==> src/rtl/systolic_pkg.sv <==
// Shared definitions for the systolic array edge feeders: default geometry,
// feeder state encoding and the lane slicing helper.
package systolic_pkg;

    localparam int DEFAULT_DATA_WIDTH = 32;
    localparam int DEFAULT_LANES      = 4;
    localparam int DEFAULT_DEPTH      = 4;

    typedef enum logic {
        LOAD   = 1'b0,
        STREAM = 1'b1
    } feeder_state_e;

    // Bit offset of a lane inside a packed LANES*width vector.
    function automatic int lane_lsb(input int lane, input int width);
        return lane * width;
    endfunction

endpackage

==> src/rtl/systolic_skew_feeder_if.sv <==
// Feeder bus: upstream valid/ready tile input plus the lock-step skewed
// output into the array edge (no output backpressure).
interface systolic_skew_feeder_if #(
    parameter int DATA_WIDTH = systolic_pkg::DEFAULT_DATA_WIDTH,
    parameter int LANES      = systolic_pkg::DEFAULT_LANES
);

    logic                        in_valid;
    logic                        in_ready;
    logic [LANES*DATA_WIDTH-1:0] in_data;
    logic                        in_last;
    logic                        out_valid;
    logic [LANES*DATA_WIDTH-1:0] out_data;
    logic                        done;

    modport master (
        output in_valid, in_data, in_last,
        input  in_ready, out_valid, out_data, done
    );

    modport slave (
        input  in_valid, in_data, in_last,
        output in_ready, out_valid, out_data, done
    );

endinterface

==> src/rtl/systolic_skew_feeder.sv <==
// Buffers one tile of LANES-wide vectors, then streams it with lane i delayed
// by i cycles and zero padding outside the wavefront.
module systolic_skew_feeder
    import systolic_pkg::*;
#(
    parameter int DATA_WIDTH = DEFAULT_DATA_WIDTH,
    parameter int LANES      = DEFAULT_LANES,
    parameter int DEPTH      = DEFAULT_DEPTH
) (
    input logic                   clk,
    input logic                   rst,
    systolic_skew_feeder_if.slave feed
);

    localparam int CNT_W = $clog2(DEPTH + 1);
    localparam int T_W   = $clog2(DEPTH + LANES);
    localparam int IDX_W = (DEPTH > 1) ? $clog2(DEPTH) : 1;

    feeder_state_e   state_q, state_d;
    logic [CNT_W-1:0] count_q, count_d;
    logic [CNT_W-1:0] n_q, n_d;
    logic [T_W-1:0]   t_q, t_d;
    logic             out_valid_q, out_valid_d;
    logic             done_q, done_d;
    logic             accept;

    logic [LANES*DATA_WIDTH-1:0] out_data_w;

    assign feed.in_ready  = (state_q == LOAD) && !rst;
    assign accept         = feed.in_valid && feed.in_ready;
    assign feed.out_valid = out_valid_q;
    assign feed.out_data  = out_data_w;
    assign feed.done      = done_q;

    // NOTE: sequential state uses non-blocking assignments so every register
    // samples the pre-edge values, independent of block evaluation order.
    always_ff @(posedge clk) begin
        if (rst) begin
            state_q     <= LOAD;
            count_q     <= '0;
            n_q         <= '0;
            t_q         <= '0;
            out_valid_q <= 1'b0;
            done_q      <= 1'b0;
        end else begin
            state_q     <= state_d;
            count_q     <= count_d;
            n_q         <= n_d;
            t_q         <= t_d;
            out_valid_q <= out_valid_d;
            done_q      <= done_d;
        end
    end

    // NOTE: every output of this block gets a default first, so no path
    // through the case statement can leave a latch behind.
    always_comb begin
        state_d     = state_q;
        count_d     = count_q;
        n_d         = n_q;
        t_d         = t_q;
        out_valid_d = 1'b0;
        done_d      = 1'b0;
        case (state_q)
            LOAD: begin
                if (accept) begin
                    count_d = count_q + 1'b1;
                    // in_last on the DEPTH-th beat is still one transition.
                    if (feed.in_last || (int'(count_q) == DEPTH - 1)) begin
                        state_d = STREAM;
                        n_d     = count_q + 1'b1;
                        t_d     = '0;
                    end
                end
            end
            STREAM: begin
                out_valid_d = 1'b1;
                t_d         = t_q + 1'b1;
                if (int'(t_q) == int'(n_q) + LANES - 2) begin
                    done_d  = 1'b1;
                    state_d = LOAD;
                    count_d = '0;
                end
            end
        endcase
    end

    for (genvar i = 0; i < LANES; i++) begin : g_lane
        logic [DATA_WIDTH-1:0] buf_q [DEPTH];
        logic [DATA_WIDTH-1:0] lane_q;
        logic                  hit;
        logic [IDX_W-1:0]      rd_idx;

        // Lane i reads vector t-i while that index lies inside the tile.
        always_comb begin
            hit    = 1'b0;
            rd_idx = '0;
            if ((state_q == STREAM) && (int'(t_q) >= i) &&
                (int'(t_q) - i < int'(n_q))) begin
                hit    = 1'b1;
                rd_idx = IDX_W'(int'(t_q) - i);
            end
        end

        // NOTE: the buffer is deliberately left out of reset; it is always
        // written before it is read, so only the output register is cleared.
        always_ff @(posedge clk) begin
            if (accept) begin
                buf_q[IDX_W'(count_q)] <= feed.in_data[lane_lsb(i, DATA_WIDTH) +: DATA_WIDTH];
            end
            if (rst) begin
                lane_q <= '0;
            end else if (hit) begin
                lane_q <= buf_q[rd_idx];
            end else begin
                lane_q <= '0;
            end
        end

        assign out_data_w[lane_lsb(i, DATA_WIDTH) +: DATA_WIDTH] = lane_q;
    end

endmodule
==> src/flat_wrapper.sv <==
// flat-port wrapper written by rule: the top's interface ports become plain ports
module systolic_skew_feeder_flat import systolic_pkg::*;
#(
    parameter int DATA_WIDTH = DEFAULT_DATA_WIDTH,
    parameter int LANES      = DEFAULT_LANES,
    parameter int DEPTH      = DEFAULT_DEPTH
)
  (clk, rst, feed_in_valid, feed_in_data, feed_in_last, feed_in_ready, feed_out_valid, feed_out_data, feed_done);
  systolic_skew_feeder_if #(.DATA_WIDTH(DATA_WIDTH), .LANES(LANES)) feed_i ();
  input logic clk;
  input logic rst;
  input wire logic [$bits(feed_i.in_valid)-1:0] feed_in_valid;
  input wire logic [$bits(feed_i.in_data)-1:0] feed_in_data;
  input wire logic [$bits(feed_i.in_last)-1:0] feed_in_last;
  output wire logic [$bits(feed_i.in_ready)-1:0] feed_in_ready;
  output wire logic [$bits(feed_i.out_valid)-1:0] feed_out_valid;
  output wire logic [$bits(feed_i.out_data)-1:0] feed_out_data;
  output wire logic [$bits(feed_i.done)-1:0] feed_done;
  assign feed_i.in_valid = feed_in_valid;
  assign feed_i.in_data = feed_in_data;
  assign feed_i.in_last = feed_in_last;
  assign feed_in_ready = feed_i.in_ready;
  assign feed_out_valid = feed_i.out_valid;
  assign feed_out_data = feed_i.out_data;
  assign feed_done = feed_i.done;
  systolic_skew_feeder #(.DATA_WIDTH(DATA_WIDTH), .LANES(LANES), .DEPTH(DEPTH)) u_core (.clk(clk), .rst(rst), .feed(feed_i));
endmodule
==> config.mk <==
export PLATFORM = sky130hd
export DESIGN_NAME = systolic_skew_feeder_flat
export DESIGN_NICKNAME = d
export VERILOG_FILES = /design/src/rtl/systolic_pkg.sv /design/src/rtl/systolic_skew_feeder_if.sv /design/src/rtl/systolic_skew_feeder.sv /design/src/flat_wrapper.sv
export SDC_FILE = /design/constraint.sdc
export NUM_CORES = 1
export LEC_CHECK = 0
export ABC_AREA = 1
export CORE_ASPECT_RATIO = 1.25
export CORE_UTILIZATION = 50
export DETAILED_ROUTE_END_ITERATION = 8
export PLACE_DENSITY = 0.77
export SYNTH_ARGS = -nofsm -noshare
export SYNTH_HDL_FRONTEND = slang
export SYNTH_SLANG_ARGS = --single-unit
==> constraint.sdc <==
create_clock -name clk -period 10 [get_ports clk]
set_input_delay 1.5 -clock clk [delete_from_list [all_inputs] [get_ports clk]]
set_output_delay 1.5 -clock clk [all_outputs]
set_load 0.02 [all_outputs]
* Yosys cells after proc, flatten, opt, wreduce, memory -nomap -nowiden
Memories as Yosys holds them, arrays and structs flattened. A register that Yosys moved wholly into a read port is not among the register bits. Index checks and enable logic that the tools add are counted. W data, S select, Z words.
Cells by class: reductions and logical operators 19, magnitude comparators 7, equal/unequal tests 5, bitwise logic cells 5, add/sub/neg operators 7, multiplexer cells 22
Operators by type and width (number):
- $lt A32 B4 Y1 | 3
- $eq A4 B32 Y1 | 1
- $sub A32 B3 Y32 const B | 1
- $mux W3 | 4
- $pmux W3 S2 | 2
- $mux W1 | 11
- $reduce_or A2 Y1 | 5
- $logic_and A1 B1 Y1 | 9
- $mux W2 | 4
- $sub A3 B2 Y4 const B | 2
- $add A3 B1 Y3 const B | 2
- $ge A3 B2 Y1 const B | 2
- $not A1 Y1 | 5
- $add A3 B3 Y4 const B | 1
- $ne A2 B2 Y1 const B | 2
- $reduce_and A2 Y1 | 2
- $sub A3 B1 Y4 const B | 1
- $eq A3 B3 Y1 const B | 1
- $ge A3 B1 Y1 const B | 1
- $lt A3 B3 Y1 | 1
- $reduce_and A3 Y1 | 1
- $ne A2 B1 Y1 const B | 1
- $pmux W1 S2 | 1
- $logic_not A1 Y1 | 1
- $logic_or A1 B1 Y1 | 1
Word-level totals: RAM bits 512, word-level logic and storage cells 75, bits in registers 12, memories 4, input port bits 132, output and inout port bits 131
Memory list:
- u_core.g_lane[0].buf_q | depth 4, width 32, read ports 1, clocked after memory_dff 1, write ports 1, line systolic_skew_feeder.sv:89 | logic [DATA_WIDTH-1:0] buf_q [DEPTH];
- u_core.g_lane[1].buf_q | depth 4, width 32, read ports 1, clocked after memory_dff 1, write ports 1, line systolic_skew_feeder.sv:89
- u_core.g_lane[2].buf_q | depth 4, width 32, read ports 1, clocked after memory_dff 1, write ports 1, line systolic_skew_feeder.sv:89
- u_core.g_lane[3].buf_q | depth 4, width 32, read ports 1, clocked after memory_dff 1, write ports 1, line systolic_skew_feeder.sv:89

* Longest topological paths before layout
Gate-level depths: netlist (run 1).
depth after elaboration 6, mapped depth 17, depth with buffers taken out 13

* Worst setup path after synthesis (run 1)
No wires, ideal clock.
path kind input-to-reg, from input port rst, to memory u_core.g_lane[0].buf_q[0][0] (netlist name), enable pin, buffers on the path 0, arrival 7.407 ns, setup time 0.617 ns, cell stages on the path 3, required time 9.383 ns, slack 1.976 ns, cells stage by stage nor2_1 > nand2_1 > nor2_1
On the way: longest elaborated chain between the ends 5
RTL lines:
- from (decl) | line flat_wrapper.sv:11 | input logic rst;
- $logic_not A1 Y1 | line systolic_skew_feeder.sv:29 | assign feed.in_ready = (state_q == LOAD) && !rst;
- $logic_and A1 B1 Y1 | line systolic_skew_feeder.sv:29
- $logic_and A1 B1 Y1 | line systolic_skew_feeder.sv:30 | assign accept = feed.in_valid && feed.in_ready;
- $mux W1 | line systolic_skew_feeder.sv:108 | if (accept) begin
- $mux W1 (not written as such) | line systolic_skew_feeder.sv:109 | buf_q[IDX_W'(count_q)] <= feed.in_data[lane_lsb(i, DATA_WIDTH) +: DATA_WIDTH];
- to (decl) | line systolic_skew_feeder.sv:89
Every way passes these cells.

* Final worst setup path (run 1)
from register u_core.t_q[0], to register u_core.g_lane[1].lane_q[25], read port of u_core.g_lane[1].buf_q
On the way: longest elaborated chain between the ends 6, elaborated cells on any way between the ends 9, those cells by class 1 x add/sub; 2 x order compare; 2 x mux; 1 x bitwise; 3 x reduce/logical
RTL lines:
- from (decl) | line systolic_skew_feeder.sv:22 | logic [T_W-1:0] t_q, t_d;
- from (signal assigned) | line systolic_skew_feeder.sv:49 | t_q <= t_d;
- $sub A3 B1 Y4 / $ge A3 B1 Y1 (equally long branches) | line systolic_skew_feeder.sv:99, systolic_skew_feeder.sv:98
- $lt A32 B4 Y1 / $logic_and A1 B1 Y1 (equally long branches) | line systolic_skew_feeder.sv:99, systolic_skew_feeder.sv:98
- $logic_and A1 B1 Y1 | line systolic_skew_feeder.sv:98 | if ((state_q == STREAM) && (int'(t_q) >= i) &&
- $mux W1 | line systolic_skew_feeder.sv:98
- $not A1 Y1 (no source line)
- $reduce_or A2 Y1 (no source line)
- to (decl) | line systolic_skew_feeder.sv:90 | logic [DATA_WIDTH-1:0] lane_q;
Several ways; a longest one is shown, not always the timed one. A chain may end at the register's enable or synchronous reset.

==> results of run 1 <==
## stage by stage
stage | setup WS, ns | std cells | util, % | cell area [um2]
3_5_place_dp | 5.53 | 3008 | 56.6 | 28400
6_report | 5.51 | 3126 | 60.7 | 30500
5_1_grt | 5.12 | 3126 | 60.7 | 30500
2_1_floorplan | 1.98 | 2200 | - | 25400
3_3_place_gp | 5.62 | 3008 | 56.6 | 28400
4_1_cts | 5.49 | 3122 | 60.6 | 30500
## Yosys cell counts, types with 2 or more instances
library cell and count:
ha_1 25, buf_1 7, buf_6 2, clkbuf_1 48, nand4_1 192, o21ai_2 2, o211ai_1 32, nor2_1 267
o21ai_0 40, inv_1 349, nand3_2 3, nand3_4 4, buf_2 70, edfxtp_1 512, nand3_1 104, dfxtp_1 140
a21oi_4 2, a21oi_1 133, buf_4 7, nand2_2 2, inv_2 3, nand2_1 252
## cells by family (layout without fill, tap and decap cells)
group | count (synthesis) | in the layout
AOI/OAI and AO/OA | 211 | 211
adders and majority gates | 25 | 25
buffers and inverters | 486 | 750
DFF | 652 | 652
other | 0 | 4
and+or+nand+nor | 826 | 826
## registers in the layout, summed over array words and instances (netlist names)
name                   flops
u_core.g_lane.buf_q      512
u_core.n_q                 3
u_core.count_q             3
u_core.state_q             1
u_core.g_lane.lane_q     128
u_core.t_q                 3
u_core.feed.out_valid      1
u_core.feed.done           1
## area by class of cell
type,count,area [um2]
clock inverters,41,462
repair buffers,284,2790
well taps,658,823
multi-input cells,1062,5330
flip-flops and latches,652,18200
fillers,3746,19800
clock buffers,73,1590
inverters,352,1330
diodes,4,10.0
## layer usage
metal  GRT usage, %  up-vias
met3           3.76      107
li1               -     7903
met4           8.76        4
met5              0        -
met2           38.1      578
met1           26.1     8035
## worst max-delay path: cells and delay by family (launching register included)
family                   cells  cell delay (ns)
adder cells (fa/ha/maj)      2             0.76
flip-flops                   1             0.81
buffers and inverters        3             1.11
AND/OR/NAND/NOR              8             1.54
AO/OA/AOI/OAI                1             0.18
## power by group through the flow
| stage | registers, uW | clock network (uW) | logic (uW) |
|---|---|---|---|
| final | 3030 | 2330 | 341 |
| after detailed placement | 3090 | 0 | 339 |
| after global routing | 3030 | 2490 | 374 |
| after global placement | 3080 | 0 | 324 |
| after CTS | 3030 | 2370 | 341 |
| after floorplan | 3090 | 0 | 192 |
## path summary, 6_finish.rpt
check,endpoint,startpoint,cells past startpoint,slack [ns]
worst max-delay path,u_core.g_lane[1].lane_q[25],u_core.t_q[0],14,5.51
worst min-delay path,u_core.count_q[2],u_core.count_q[2],2,0.50
worst max register to register,u_core.g_lane[1].lane_q[25],u_core.t_q[0],14,5.51
worst min register to register,u_core.count_q[2],u_core.count_q[2],2,0.50
==> summary.md, run 1 <==
| Metric | Value |
|---|---|
| Number of synthesized flops with an enable pin | 512 |
| Hold-fix buffers at CTS | 0 |
| Synthesized cell area | 25400 um2 |
| GRT Util Overall | 21.6% |
| Worst Setup Path Type | reg2reg |
| Initial DRC count | 1059 |
| Internal | 4460 uW |
| Yosys cell types | 26 |
| DR DRC count | 1 |
| Cts bufs inserted | 60 |
| Met2 WL | 29.2 mm |
| Worst Tran Pin Value | 1.19 ns |
| Max Freq | 223 MHz |
| Routed WL | 56.4 mm |
| Clock root buffer | clkbuf_16 |
| Post-DRT Antenna Nets | 0 |
| Top Metal Used | met5 |
| Net Switching | 1240 uW |
| LEAKAGE | 0.0119 uW |
| Area delta synth->final | 20.0% |
| Layout cell share with drive strength beyond 1 | 5.88% |
| CP Capture Type | register |
| RSZ-0062 raised after global routing | false |
| Max-cap violations | 0 |
| Net Sw Frac | 21.7% |
| Synth Area in Compound Gates | 4.60% |
| Logic pwr share | 6.0% |
| Routability cong. | 0.757 |
| Post-CTS Setup Bufs | 0 |
| DR pass1 iterations | 7 |
| CTS tree | yes |
| Main combinational cell family by area after synthesis | simple AND/OR/NAND/NOR gates |
| Synthesized area per cell | 11.6 um2 |
| Tot Pwr | 5700 uW |
| Sink Count | 652 |
| # port buffers | 262 |
| XOR/XNOR Fraction of Synth Area | 0% |
| Worst-path cell chain | inv_6 -> ha_1 -> inv_1 -> ha_1 -> nand2_1 -> nand2_1 -> nand2_1 -> nand2_1 -> nand2_2 -> buf_4 -> nand3_2 -> nand2_1 -> nand3_1 -> a21oi_1 |
| Commonest non-fill, non-tap cells in the layout | edfxtp_1 (512), inv_1 (349), nor2_1 (263) |
| GRT Residual Overflow | 0 |
| Worst-Skew Late Latency | 0.62 ns |
| H-tree lvl count | 2 |
| Most common cell after layout, fill and taps aside | edfxtp_1 |
| Hold_ws | 0.503 ns |
| Worst path arrival time | 5.03 ns |
| M1 WL | 22.1 mm |
| Post-DR vias/cell | 5.32 |
| CTS Buffer Depth | 3 |
| CP peak stage delay | 0.87 ns |
| Die H | 254 um |
| Final Cycle Share | 44.9% |
| CP max FO | 93 |
| Rows | 92 |
| Initial antenna violation count | 6 |
| Hold Vio Cnt, Final | 0 |
| Setup tns final | 0 ns |
| CTS resizes | 0 |
| Die ar. | 51800 um2 |
| # IOs | 263 |
| Pin count of the biggest net entering global routing | 109 |
| #FFs+latches synth | 652 |
| Critical Path Slowest Stage Cell | nand3_2 |
| Post-synthesis instance total | 2200 |
| DIE WIDTH | 204 um |
| Synth top area share | 60.5% |
| Final HPWL DP | 31.8 mm |
| Seq pwr share | 53.1% |
| Vias in the first global route | 16461 |
| Initial Util | 50.5% |
| Pwr Density | 187 nW/um2 |
| Clock skew | 0.0207 ns |
| Area leader, netlist | edfxtp_1 |
| Area fraction in and, or, nand and nor cells after synthesis | 15.0% |
| Mux cell area share after synthesis | 0% |
| Warnings, synthesis | 0 |
| Vias | 16627 |
| Post-DR wirelength/cell | 18.0 um |
| Status | finished with violations |
| Failing checks | DRC |
| Main synth FF type | edfxtp_1 |
| Critical Path Most Common Cell | nand2_1 |
| Max Slew Vio Count | 0 |
| Syn_nets | 2357 |
| DR WL met3 | 3.48 mm |
| Hold crit path type | reg2reg |
| Synth async-reset ratio | 0% |
| Top area cells in the synthesized netlist | edfxtp_1 (60%), dfxtp_1 (11%), inv_1 (5.2%), nand4_1 (4.7%), nor2_1 (3.9%) |
| Worst-path clk slew | 0.07 ns |
| Setup-failing EPs final | 0 |
| Slew HR | 20.5% |
| Worst Path Required | 10.54 ns |
| Register area share after synthesis | 71.5% |
| Placeable Area | 50300 um2 |
| Post-Synth Adder-Cell Area | 1.23% |
| Clock power frac | 40.9% |
| CP Launch Type | register |
| First-pass GRT wire length | 87.1 mm |
| Crit path time final | 4.49 ns |
| Nets | 2569 |
| Peak supply drop | 0.154 mV |
No activity file was read; power rests on OpenSTA's default activity.
==> inputs of run 2 (changes only) <==
PLACE_DENSITY = 0.79   (was 0.77)
clock period = 4 ns   (was 10 ns; I/O delays follow)
==> run 2 against run 1 <==
The flow still finishes with violations (DRC). Combinational power rose to 2.5 times the previous value. Clock power grew 140%. Worst hold slack worse by 0.014 ns. First-iteration DRC count is 13% higher. Non-clock buffer count grew 10. Die area unchanged. Clock-buffer cell count is the same. Total power is 150% higher. Maximum frequency grew 37%. Final area is 0.23% higher.
==> summary.md, run 2 (synthesis results as in run 1) <==
| Metric | Value |
|---|---|
| Status | finished with violations |
| Failing checks | DRC |
| LEAKAGE | 0.0119 uW (+0.17%) |
| CTS resizes | 0 (unchanged) |
| Most common cell after layout, fill and taps aside | edfxtp_1 |
| Worst Hold Path EP | u_core.count_q[2] |
| Worst Path Required | 4.53 ns (-6.01 ns) |
| Max Slew Vio Count | 0 (unchanged) |
| Final std cells w/o fill | 3133 (+0.22%) |
| Final Cycle Share | 82.0% (+37 points) |
| Sink Count | 652 (unchanged) |
| Final HPWL DP | 31.9 mm (+0.38%) |
| Worst-Skew Late Latency | 0.62 ns (about the same) |
| Rows | 92 (unchanged) |
| Post-CTS Setup Bufs | 0 (unchanged) |
| Largest register FFs | 512 (unchanged) |
| Max Freq | 305 MHz (+37%) |
| Peak supply drop | 0.488 mV (+220%) |
| Worst-path cell chain | inv_6 -> buf_4 -> ha_1 -> nand2_1 -> a21oi_4 -> buf_4 -> nand3_1 -> buf_4 -> a21oi_1 |
| Hold Crit Depth | 2 (unchanged) |
| Commonest non-fill, non-tap cells in the layout | edfxtp_1 (512), inv_1 (349), nor2_1 (263) |
| Vias | 16834 (+1.2%) |
| H-tree lvl count | 2 (unchanged) |
| Die ar. | 51800 um2 (unchanged) |
| Tot Pwr | 14000 uW (+150%) |
| Multi-input logic area | 5330 um2 (unchanged) |
| CP peak stage delay | 0.74 ns (-0.13 ns) |
| Dpl ws | 0.781 ns (-4.75 ns) |
| Cts bufs inserted | 59 (-1.7%) |
| Worst flop-to-flop path endpoint | u_core.g_lane[2].lane_q[9] |
| Placed insts | 3018 (+0.33%) |
| CP max FO | 88 (-5.4%) |
| Die H | 254 um (unchanged) |
| Seq pwr share | 54.0% (+0.9 points) |
| Post-DR vias/cell | 5.37 (+1.0%) |
| DR pass1 iterations | 7 (unchanged) |
| First-pass GRT wire length | 87.8 mm (+0.83%) |
| Internal | 10900 uW (+140%) |
| Pin count of the biggest net entering global routing | 112 (+2.8%) |
| Routed WL | 57.1 mm (+1.2%) |
| Post-DR wirelength/cell | 18.2 um (+0.99%) |
| Net Sw Frac | 22.1% (+0.41 points) |
| Slew HR | 19.8% (-0.68 points) |
| DIE WIDTH | 204 um (unchanged) |
| Pwr Density | 458 nW/um2 (+150%) |
| Clock root buffer | clkbuf_16 |
| Worst path arrival time | 3.81 ns (-1.22 ns) |
| Initial DRC count | 1195 (+13%) |
| Filler cells | 3746 (unchanged) |
| Hold_ws | 0.490 ns (-0.0137 ns) |
| R2R depth | 9 (-5) |
| Layout cell share with drive strength beyond 1 | 6.07% (+0.19 points) |
| CTS tree | yes |
| Logic pwr share | 6.2% (+0.2 points) |
| Hold-fix buffers at CTS | 0 (unchanged) |
| Placeable Area | 50300 um2 (unchanged) |
| CTS Buffer Depth | 3 (unchanged) |
| GRT Residual Overflow | 0 (unchanged) |
| Clock skew | 0.0234 ns (+0.00278 ns) |
| CP Launch Type | register |
| Vias in the first global route | 16733 (+1.7%) |
| Register Area | 18200 um2 (unchanged) |
| Reg2reg setup slack | 0.72 ns (-4.79 ns) |
| Top reg by flops | u_core.g_lane.buf_q |
| GRT Util Overall | 21.9% (+0.36 points) |
| Regs by FF count | u_core.g_lane.buf_q: 512 flops, u_core.g_lane.lane_q: 128 flops |
| Post-DRT Antenna Nets | 0 (unchanged) |
| Crit path buffers/inverters | 4 (+1) |
| Net Switching | 3100 uW (+150%) |
| DR DRC count | 2 (+1) |
| Reg2reg start | u_core.t_q[0] |
| Crit path time final | 3.28 ns (-1.21 ns) |
| Critical Path Most Common Cell | buf_4 |
| Initial Util | 50.5% (unchanged) |
| Final worst setup slack | 0.721 ns (-4.79 ns) |
| Hold crit path type | reg2reg |
| Area delta synth->final | 20.3% |
| Cell family with most CP delay | buffers and inverters |
| # port buffers | 262 (unchanged) |
| Routability cong. | 0.761 (+0.53%) |
| Hold Startpoint | u_core.count_q[2] |
| RSZ-0062 raised after global routing | false |
| Setup-failing EPs final | 0 (unchanged) |
| Initial antenna violation count | 4 (-2) |
| Max-cap violations | 0 (unchanged) |
| # IOs | 263 (unchanged) |
| CP Capture Type | register |
| Worst Tran Pin Value | 1.20 ns (+0.0101 ns) |
| Clock power frac | 39.9% (-1.0 points) |
| Worst-path clk slew | 0.07 ns (about the same) |
| Nets | 2578 (+0.35%) |
| Hold Vio Cnt, Final | 0 (unchanged) |
| Critical Path Slowest Stage Cell | buf_4 |
| Worst Setup Path Type | reg2reg |
-- run 2: cell types whose count changed in the layout (fill, tap and decap cells not counted), sizes merged --
cell / before / now
buf: 22 / 32
clkinv: 22 / 23
bufinv: 8 / 4
-- run 2: cell type report --
type                       count  area share, %
clock inverter                38           1.12
clock buffer                  73           5.20
sequential                   652           59.5
antenna                        4         0.0327
timing repair buffer         294           9.73
tap                          658           2.69
inverter                     352           4.34
multi-input combinational   1062           17.4
-- run 2: worst min-delay path, cell delays in order, from the launching register on --
cell	delay, ns
dfxtp_1	0.31
nand2_1	0.06
o22ai_1	0.07
-- run 2: per-layer routing --
layer	global-route usage (%)	wire, um	up-vias
met5	0	17	-
met4	9.24	1700	2
met3	3.60	3340	115
met2	38.9	29900	593
met1	26.4	22100	8207
li1	-	-	7917
-- run 2: power by group through the flow --
stage	sequential (uW)	combinational, uW	clock [uW]
floorplan	7720	483	0
global placement	7700	823	0
detailed placement	7710	861	0
CTS	7560	868	5690
global route	7570	954	5930
finish	7560	864	5580
-- run 2: worst max-delay path by stage --
stage | slack, ns | cells after the start | startpoint | endpoint
after floorplan | -1.01 | 3 | rst | u_core.g_lane[0].buf_q[0][0]
after global placement | 0.91 | 9 | u_core.t_q[0] | u_core.g_lane[2].lane_q[18]
after detailed placement | 0.78 | 9 | u_core.t_q[0] | u_core.g_lane[2].lane_q[9]
after CTS | 0.74 | 9 | u_core.t_q[0] | u_core.g_lane[2].lane_q[9]
after global routing | 0.52 | 9 | u_core.t_q[0] | u_core.g_lane[2].lane_q[7]
final | 0.72 | 9 | u_core.t_q[0] | u_core.g_lane[2].lane_q[9]
-- run 2: through the flow --
stage	area (um2)	utilization (%)	setup TNS, ns
global placement	28600	56.9	0
detailed placement	28600	56.9	0
finish	30600	60.8	0
floorplan	25400	-	-518.34
CTS	30600	60.8	0
global route	30600	60.8	0
==> inputs of run 3 (changes only) <==
clock period = 3 ns   (was 4 ns; I/O delays follow)
==> run 3 against run 2 <==
The run now ends clean. Clock-buffer cell count is 4 lower. Final area is 1.2% higher. Maximum frequency is 20% higher. Utilization is 0.72 points higher. Cell count is 0.38% higher. Worst setup slack worse by 0.44 ns. Critical path type unchanged. Largest cell class unchanged.
==> summary.md, run 3 (synthesis results as in run 1) <==
| Metric | Value |
|---|---|
| Status | complete, no violations |
| Hold_ws | 0.445 ns (-0.0442 ns) |
| Vias in the first global route | 17197 (+2.8%) |
| Worst-path cell chain | inv_6 -> buf_4 -> buf_4 -> nand3_1 -> buf_4 -> nand2_1 -> nand3_1 -> a21oi_1 |
| Cts bufs inserted | 61 (+3.4%) |
| H-tree lvl count | 2 (unchanged) |
| # port buffers | 262 (unchanged) |
| Nets | 2586 (+0.31%) |
| Crit path buffers/inverters | 4 (unchanged) |
| Stages on the worst setup path | 8 (-1) |
| Pwr Density | 627 nW/um2 (+37%) |
| Dpl ws | 0.177 ns (-0.604 ns) |
| Max-cap violations | 0 (unchanged) |
| Final worst setup slack | 0.276 ns (-0.444 ns) |
| Worst Path Required | 3.53 ns (-1.00 ns) |
| CP Launch Type | register |
| Max Slew Vio Count | 0 (unchanged) |
| Worst Setup Path Type | reg2reg |
| Vias | 16919 (+0.50%) |
| Rows | 92 (unchanged) |
| First-pass GRT wire length | 89.3 mm (+1.7%) |
| Util after Layout | 61.5% (+0.72 points) |
| Cell family with most CP delay | buffers and inverters |
| Post-DR wirelength/cell | 18.5 um (+1.5%) |
| Reg2reg setup slack | 0.28 ns (-0.44 ns) |
| Pin count of the biggest net entering global routing | 97 (-13%) |
| Post-DRT Antenna Nets | 0 (unchanged) |
| Regs by FF count | u_core.g_lane.buf_q: 512 flops, u_core.g_lane.lane_q: 128 flops |
| Final Cycle Share | 90.8% (+8.8 points) |
| Post-CTS Setup Bufs | 0 (unchanged) |
| Initial DRC count | 1340 (+12%) |
| Clock root buffer | clkbuf_16 |
| Initial antenna violation count | 8 (+4) |
| Worst path arrival time | 3.26 ns (-0.55 ns) |
| Slew HR | 31.7% (+12 points) |
| DR DRC count | 0 (-2) |
| Top reg by flops | u_core.g_lane.buf_q |
| R2R depth | 8 (-1) |
| Hold Startpoint | feed_in_data[31] |
| CP max FO | 76 (-14%) |
| Post-route cell area | 30900 um2 (+1.2%) |
| Worst Tran Pin Value | 1.02 ns (-0.179 ns) |
| Area delta synth->final | 21.7% |
| Peak supply drop | 0.515 mV (+5.5%) |
| RSZ-0062 raised after global routing | false |
| Tot Pwr | 19400 uW (+38%) |
| Sink Count | 652 (unchanged) |
| CP Capture Point | u_core.g_lane[3].lane_q[30] |
| GRT Residual Overflow | 0 (unchanged) |
| Crit path time final | 2.72 ns (-0.556 ns) |
| DIE WIDTH | 204 um (unchanged) |
| Hold Vio Cnt, Final | 0 (unchanged) |
| Hold crit path type | in2reg |
| GRT Util Overall | 22.2% (+0.24 points) |
| Die H | 254 um (unchanged) |
| Worst flop-to-flop path endpoint | u_core.g_lane[3].lane_q[30] |
| Worst-path clk slew | 0.07 ns (about the same) |
| Largest register FFs | 512 (unchanged) |
| Routed WL | 58.2 mm (+1.9%) |
| Post-Place Cell Area | 28800 um2 (+0.47%) |
| Critical Path Slowest Stage Cell | buf_4 |
| Placeable Area | 50300 um2 (unchanged) |
| Worst-Skew Late Latency | 0.63 ns (about the same) |
| Commonest non-fill, non-tap cells in the layout | edfxtp_1 (512), inv_1 (349), nor2_1 (262), clkdlybuf4s50_1 (262), nand2_1 (250) |
| Critical Path Most Common Cell | buf_4 |
| Routability cong. | 0.782 (+2.8%) |
| CTS tree | yes |
| Reg2reg start | u_core.t_q[0] |
| DR pass1 iterations | 6 (-1) |
| Post-DR vias/cell | 5.38 (+0.12%) |
| Max Freq | 367 MHz (+20%) |
| Die ar. | 51800 um2 (unchanged) |
| LEAKAGE | 0.0120 uW (+1.3%) |
| Most common cell after layout, fill and taps aside | edfxtp_1 |
| Setup crit start | u_core.t_q[0] |
| CP Capture Type | register |
| Clock skew | 0.0244 ns (+0.000904 ns) |
| # IOs | 263 (unchanged) |
| Final HPWL DP | 32.2 mm (+1.0%) |
| Setup-failing EPs final | 0 (unchanged) |
| Initial Util | 50.5% (unchanged) |
| CP peak stage delay | 0.73 ns (about the same) |
| CTS Buffer Depth | 3 (unchanged) |
| Layout cell share with drive strength beyond 1 | 6.89% (+0.82 points) |
==> run 3: routing by layer <==
layer  up-vias  wire length [um]  share of wire [%]  track usage [%]
met5         -                35              0.060                0
met1      8249             22300                 38             26.2
met4         6              1710                2.9             9.90
li1       7935                 -                  -                -
met3       114              3630                6.2             4.04
met2       615             30500                 52             39.3
==> run 3: timing repair <==
action,in CTS,in global routing
setup endpoints to repair,0,50
resized for setup,0,3
hold buffers,0,0
==> run 3: worst min-delay path by stage <==
| stage | cells after the start | end | slack [ns] |
|---|---|---|---|
| floorplan | 2 | u_core.count_q[2] | 0.46 |
| global placement | 2 | u_core.count_q[2] | 0.48 |
| detailed placement | 1 | u_core.n_q[0] | 0.51 |
| CTS | 1 | u_core.g_lane[0].buf_q[1][31] | 0.40 |
| global route | 1 | u_core.g_lane[0].buf_q[1][31] | 0.43 |
| finish | 1 | u_core.g_lane[0].buf_q[1][31] | 0.45 |
==> run 3: layout make-up <==
type / count / area (um2)
fill: 3697 / 19400
clock buffer: 69 / 1590
timing repair buffer: 300 / 3100
tap: 658 / 823
multi-input combinational: 1062 / 5350
inverter: 352 / 1330
sequential: 652 / 18200
antenna: 5 / 12.5
clock inverter: 47 / 562
==> run 3: worst register-to-register path, cell delays in order (launching register included) <==
cell	delay, ns
dfxtp_4	0.38
inv_6	0.08
buf_4	0.46
buf_4	0.77
nand3_1	0.27
buf_4	0.30
nand2_1	0.11
nand3_1	0.07
a21oi_1	0.18
==> run 3: where the power goes <==
group	internal, uW	total, uW	switching [uW]	leakage (uW)
logic	411	1200	792	0.00523
clock network	4770	8120	3350	0.00103
registers	10000	10100	68.7	0.00577
total	15200	19400	4210	0.0120
==> run 3: metrics by stage <==
stage                     TNS (ns)  cells
after floorplan             -50.53   2200
after global placement           0   3024
after detailed placement         0   3024
after CTS                        0   3140
after global routing             0   3144
final                            0   3145
